$ cat config.mk
export PLATFORM = sky130hd
export DESIGN_NAME = synchronous_fifo
export DESIGN_NICKNAME = d
export VERILOG_FILES = /design/src/rtl/fifo_pkg.sv /design/src/rtl/fifo_mem.sv /design/src/rtl/synchronous_fifo.sv
export SDC_FILE = /design/constraint.sdc
export NUM_CORES = 1
export LEC_CHECK = 0
export ABC_CLOCK_PERIOD_IN_PS = 2400
export BUFFER_PORTS_ARGS = -buffer_cell sky130_fd_sc_hd__buf_2
export CORE_ASPECT_RATIO = 1.2
export CORE_MARGIN = 10
export CORE_UTILIZATION = 30
export CTS_CLUSTER_SIZE = 12
export DETAILED_ROUTE_END_ITERATION = 8
export PLACE_DENSITY = 0.59
export SYNTH_ARGS = -nofsm -noshare
export SYNTH_HDL_FRONTEND = slang
export SYNTH_HIERARCHICAL = 1
export SYNTH_SLANG_ARGS = --single-unit
$ cat constraint.sdc
create_clock -name clk -period 2.4 [get_ports clk]
set_input_delay 0.48 -clock clk [delete_from_list [all_inputs] [get_ports clk]]
set_output_delay 0.48 -clock clk [all_outputs]
set_load 0.02 [all_outputs]
$ cat src/rtl/fifo_pkg.sv
// rtl/fifo_pkg.sv - shared FIFO defaults, read-mode constants and occupancy helper
package fifo_pkg;

  localparam int FIFO_DATA_WIDTH = 8;
  localparam int FIFO_PTR_WIDTH  = 3;

  localparam int FIFO_MODE_STD  = 0;
  localparam int FIFO_MODE_FWFT = 1;

  // Pointers carry one wrap bit above the address, so occupancy is taken modulo 2^(ptr_width+1).
  function automatic logic [31:0] fifo_occupancy(input logic [31:0] wr_ptr,
                                                 input logic [31:0] rd_ptr,
                                                 input int unsigned ptr_width);
    logic [31:0] mask;
    mask = (32'd1 << (ptr_width + 1)) - 32'd1;
    return (wr_ptr - rd_ptr) & mask;
  endfunction

endpackage

$ cat src/rtl/fifo_mem.sv
// rtl/fifo_mem.sv - DEPTH x DATA_WIDTH register array, synchronous write, asynchronous read
module fifo_mem
  import fifo_pkg::*;
#(
  parameter int DATA_WIDTH = FIFO_DATA_WIDTH,
  parameter int PTR_WIDTH  = FIFO_PTR_WIDTH
) (
  input  logic                  clk,
  input  logic                  we,
  input  logic [PTR_WIDTH-1:0]  waddr,
  input  logic [DATA_WIDTH-1:0] wdata,
  input  logic [PTR_WIDTH-1:0]  raddr,
  output logic [DATA_WIDTH-1:0] rdata
);

  logic [DATA_WIDTH-1:0] mem [1 << PTR_WIDTH];

  always_ff @(posedge clk) begin
    if (we) mem[waddr] <= wdata;
  end

  assign rdata = mem[raddr];

endmodule

$ cat src/rtl/synchronous_fifo.sv
// rtl/synchronous_fifo.sv - single-clock FIFO with registered flags, thresholds, error flags and FWFT mode
module synchronous_fifo
  import fifo_pkg::*;
#(
  parameter int DATA_WIDTH      = FIFO_DATA_WIDTH,
  parameter int PTR_WIDTH       = FIFO_PTR_WIDTH,
  parameter int DEPTH           = 1 << PTR_WIDTH,
  parameter int ALMOST_FULL_TH  = DEPTH - 2,
  parameter int ALMOST_EMPTY_TH = 1,
  parameter int FWFT            = FIFO_MODE_STD
) (
  input  logic                  clk,
  input  logic                  rst_n,
  input  logic                  w_en,
  input  logic                  r_en,
  input  logic [DATA_WIDTH-1:0] data_in,
  input  logic                  err_clr,
  output logic [DATA_WIDTH-1:0] data_out,
  output logic                  full,
  output logic                  empty,
  output logic                  almost_full,
  output logic                  almost_empty,
  output logic [PTR_WIDTH:0]    count,
  output logic                  overflow,
  output logic                  underflow
);

  if (DEPTH != (1 << PTR_WIDTH)) begin : g_depth_check
    $error("synchronous_fifo: DEPTH must equal 1 << PTR_WIDTH");
  end

  localparam logic [PTR_WIDTH:0] AF_TH   = (PTR_WIDTH + 1)'(ALMOST_FULL_TH);
  localparam logic [PTR_WIDTH:0] AE_TH   = (PTR_WIDTH + 1)'(ALMOST_EMPTY_TH);
  localparam logic               IS_FWFT = (FWFT == FIFO_MODE_FWFT);

  logic [PTR_WIDTH:0]    wr_ptr, rd_ptr;
  logic [PTR_WIDTH:0]    wr_ptr_nxt, rd_ptr_nxt, count_nxt;
  logic                  wr_acc, rd_acc;
  logic [DATA_WIDTH-1:0] rd_data, dout_q;

  // Acceptance uses only registered flags, keeping request inputs off every output path.
  assign wr_acc = w_en && !full;
  assign rd_acc = r_en && !empty;

  assign wr_ptr_nxt = wr_ptr + {{PTR_WIDTH{1'b0}}, wr_acc};
  assign rd_ptr_nxt = rd_ptr + {{PTR_WIDTH{1'b0}}, rd_acc};
  assign count_nxt  = (PTR_WIDTH + 1)'(fifo_occupancy(32'(wr_ptr_nxt), 32'(rd_ptr_nxt), PTR_WIDTH));

  fifo_mem #(
    .DATA_WIDTH(DATA_WIDTH),
    .PTR_WIDTH (PTR_WIDTH)
  ) u_mem (
    .clk  (clk),
    .we   (wr_acc),
    .waddr(wr_ptr[PTR_WIDTH-1:0]),
    .wdata(data_in),
    .raddr(rd_ptr[PTR_WIDTH-1:0]),
    .rdata(rd_data)
  );

  always_ff @(posedge clk or negedge rst_n) begin
    if (!rst_n) begin
      wr_ptr       <= '0;
      rd_ptr       <= '0;
      count        <= '0;
      empty        <= 1'b1;
      full         <= 1'b0;
      almost_empty <= 1'b1;
      almost_full  <= 1'b0;
    end else begin
      wr_ptr       <= wr_ptr_nxt;
      rd_ptr       <= rd_ptr_nxt;
      count        <= count_nxt;
      empty        <= (wr_ptr_nxt == rd_ptr_nxt);
      full         <= (wr_ptr_nxt[PTR_WIDTH-1:0] == rd_ptr_nxt[PTR_WIDTH-1:0]) &&
                      (wr_ptr_nxt[PTR_WIDTH] != rd_ptr_nxt[PTR_WIDTH]);
      almost_empty <= (count_nxt <= AE_TH);
      almost_full  <= (count_nxt >= AF_TH);
    end
  end

  // Sticky errors: a new set condition beats a simultaneous clear.
  always_ff @(posedge clk or negedge rst_n) begin
    if (!rst_n) begin
      overflow  <= 1'b0;
      underflow <= 1'b0;
    end else begin
      if (w_en && full)  overflow <= 1'b1;
      else if (err_clr)  overflow <= 1'b0;
      if (r_en && empty) underflow <= 1'b1;
      else if (err_clr)  underflow <= 1'b0;
    end
  end

  // In FWFT mode dout_q shadows the head so the last word stays visible once the FIFO drains.
  always_ff @(posedge clk or negedge rst_n) begin
    if (!rst_n) begin
      dout_q <= '0;
    end else if (IS_FWFT ? !empty : rd_acc) begin
      dout_q <= rd_data;
    end
  end

  assign data_out = (IS_FWFT && !empty) ? rd_data : dout_q;

endmodule

==> results.txt <==
Via Count: 1727
Synth cell count leaders: edfxtp_1 (64), dfrtp_1 (24), mux2_2 (16), mux4_1 (15), inv_1 (10)
Die area: 16800 sq um
Startpoint class of the critical path: flop
EDFF count, synth: 64
Seq/Total Area, Yosys: 0.715
CTS root buf: clkbuf_16
GRT Max-Usage Layer: met2
Vias in the first global route: 1819
Switch Pwr: 1.80 mW
Total grt overflow: 0
WP data arrival: 2.47 ns
Initial antenna violation count: 0
Static Leak: 1.66 nW
Tcrit/Tclk final: 0.930
Global-route wire length before repair: 10300 um
Clock share of power: 0.249
Rel. slew slack: 0.561
Sw frac: 0.318
Met1 usage: 0.0987
Initial Util: 0.308
Site row count: 43
Synthesized Nets: 204
DRT Pass-1 Iters: 4
Endpoint class of the critical path: flop
Netlist Area Pre-Place: 3600 sq um
Drt total wl: 6650 um
Number of setup violations in the final report: 0
Area growth from synthesis to layout: 20.0%
Final Hold Vio Count: 0
Share of the synthesized area in the top cell type: 0.534
Cell internal pwr: 3.87 mW
Ant diodes: 0
Outcome: completed
Distinct cell type count after synthesis: 28
Setup TNS: 0 ns
YS warnings: 6
Hold WS: 0.170 ns
CP Class: flop to flop
Tightest Hold Check Type: primary input to async pin
Latest clock arrival within the worst-skew pair: 0.34 ns
Final HPWL DP: 4290 um
Crit-path max FO: 3
Bufs on Longest Clock Path: 2
# IOs: 31
Count leader, synth: edfxtp_1
Worst vdd ir: 0.769 mV
M2 GR Usage: 0.130
# fillers: 1099
Final Skew: 0.00817 ns
Post-DRT Antenna Nets: 0
Cts hold-fix bufs: 0
GRT Total Usage: 0.0829
Max frequency: 448 MHz
Syn_area_per_cell: 19.6 sq um
DR DRC count: 0
R2r setup slk: 0.17 ns
Yosys top cell by area: edfxtp_1
CTS buffer count: 9
Sink Count: 90
Port buffer count: 30
H-tree depth: 3
Synth Register Bits: 90
Top FF cell, synth: edfxtp_1
Vias per cell: 4.38
Crit path time final: 2.23 ns
Global routing met3 resource utilization: 0.0281
Clock-pin slew on the worst setup and hold paths: 0.07 ns
RSZ-0062 raised after global routing: no
Average wire per standard cell: 16.9 um
Asr flop ratio synth: 0.289
Routability cong.: 0.678
Final net count: 252
Worst Path Required: 2.63 ns
Pwr dens: 1310 nW/um^2
Max-cap viol count: 0
DR iter-0 viols: 104
Seq pwr share: 0.388
Logic pwr share: 0.363
Largest net degree at the start of global routing: 27
Die height: 140 um
Mapped Cells: 184
Slew of the pin with the lowest slew margin: 0.658 ns
Fraction of layout cells with a size suffix above 1: 0.359
Synth top area cells: edfxtp_1 (53%), dfrtp_1 (17%), mux4_1 (11%), mux2_2 (5.0%), ha_1 (2.4%)
CTS tree: done
Slew Limit Fails: 0
Die W: 120 um
Core box area: 11700 sq um
[final cells by class]
type                    instances  area (sq um)  share of cell area
clock buffers                  12           289              0.0669
clock inverters                 4          20.0             0.00463
inverters                      10          37.5             0.00869
multi-input cells              78           955               0.221
flip-flops and latches         90          2570               0.596
well taps                     157           196              0.0455
repair buffers                 43           248              0.0573
[worst paths after layout]
kind,startpoint,end,cells past startpoint
min in group clk,err_clr,underflow,2
max reg2reg,empty,almost_full,9
min,rst_n,data_out[5],1
max,empty,almost_full,9
max in group asynchronous,rst_n,wr_ptr[3],1
min reg2reg,data_out[5],data_out[5],1
[worst max-delay path, stage by stage (launching register included)]
cell	delay, ns
dfstp_2	0.54
nand2b_1	0.11
inv_1	0.04
ha_1	0.20
ha_1	0.22
xnor2_2	0.15
ha_1	0.36
a21oi_1	0.19
xnor2_1	0.13
a21o_1	0.18
[placed cells by master (no fill, tap or decap)]
master	netlist	final
nor2b_1	2	2
ha_1	7	7
dfstp_2	2	2
mux4_1	15	15
nor2_1	8	8
xor2_2	2	3
clkbuf_16	0	11
xor2_1	2	1
nand3_2	1	1
nand2b_1	6	6
inv_1	10	10
clkbuf_8	0	1
a21o_1	1	1
mux4_2	1	1
mux2_2	16	16
buf_4	0	13
clkinv_2	0	4
nor3_2	1	1
nand3_1	2	2
nand2_1	4	4
dfrtp_1	24	24
o21ai_0	3	3
xnor2_1	3	2
buf_2	1	30
a21oi_1	1	1
nor3_1	2	2
xnor2_2	1	2
edfxtp_1	64	64
[power groups by stage]
stage                     Sequential, mW  Combinational [mW]  Clock [mW]
after floorplan                     2.38                1.38           0
after global placement              2.22                2.04           0
after detailed placement            2.24                2.06           0
after CTS                           2.21                2.08        1.44
after global routing                2.24                2.29        1.50
final                               2.20                2.06        1.41
[kinds of logic (layout without fill, tap and decap cells)]
logic type / after synthesis / after routing / synth area share
compound gates: 5 / 5 / 0.00765
xor+xnor: 8 / 8 / 0.0257
fa+ha+maj: 7 / 7 / 0.0243
buf+inv: 16 / 69 / 0.0236
flops: 90 / 90 / 0.715
mux: 32 / 32 / 0.166
simple gates: 26 / 26 / 0.0375
[metrics by stage]
step,setup WS [ns],instances,instance area (sq um),utilization,total power [mW]
final,0.167,394,4320,0.370,5.68
after floorplan,0.0293,184,3600,-,3.76
after CTS,0.124,394,4310,0.369,5.73
after global routing,0.0196,394,4320,0.370,6.04
after global placement,0.153,378,4000,0.342,4.27
after detailed placement,0.0853,378,4000,0.342,4.30
[sequential cells by signal, indices dropped and copies added, names as in the netlist]
signal        cells
almost_full       1
rd_ptr            4
almost_empty      1
u_mem/mem        64
full              1
empty             1
underflow         1
count             4
data_out          8
wr_ptr            4
overflow          1
[per-layer routing]
| metal | vias up | share of wire | wire [um] |
|---|---|---|---|
| li1 | 805 | - | - |
| met1 | 884 | 0.44 | 2950 |
| met2 | 28 | 0.49 | 3260 |
| met3 | 10 | 0.045 | 302 |
| met4 | 0 | 0.021 | 143 |
| met5 | - | 0 | 0 |
[timing repair]
action	in CTS	in global routing
setup endpoints to repair	0	1
resized for setup	0	2
buffers inserted	0	0
(Power assumes the default switching activity.)
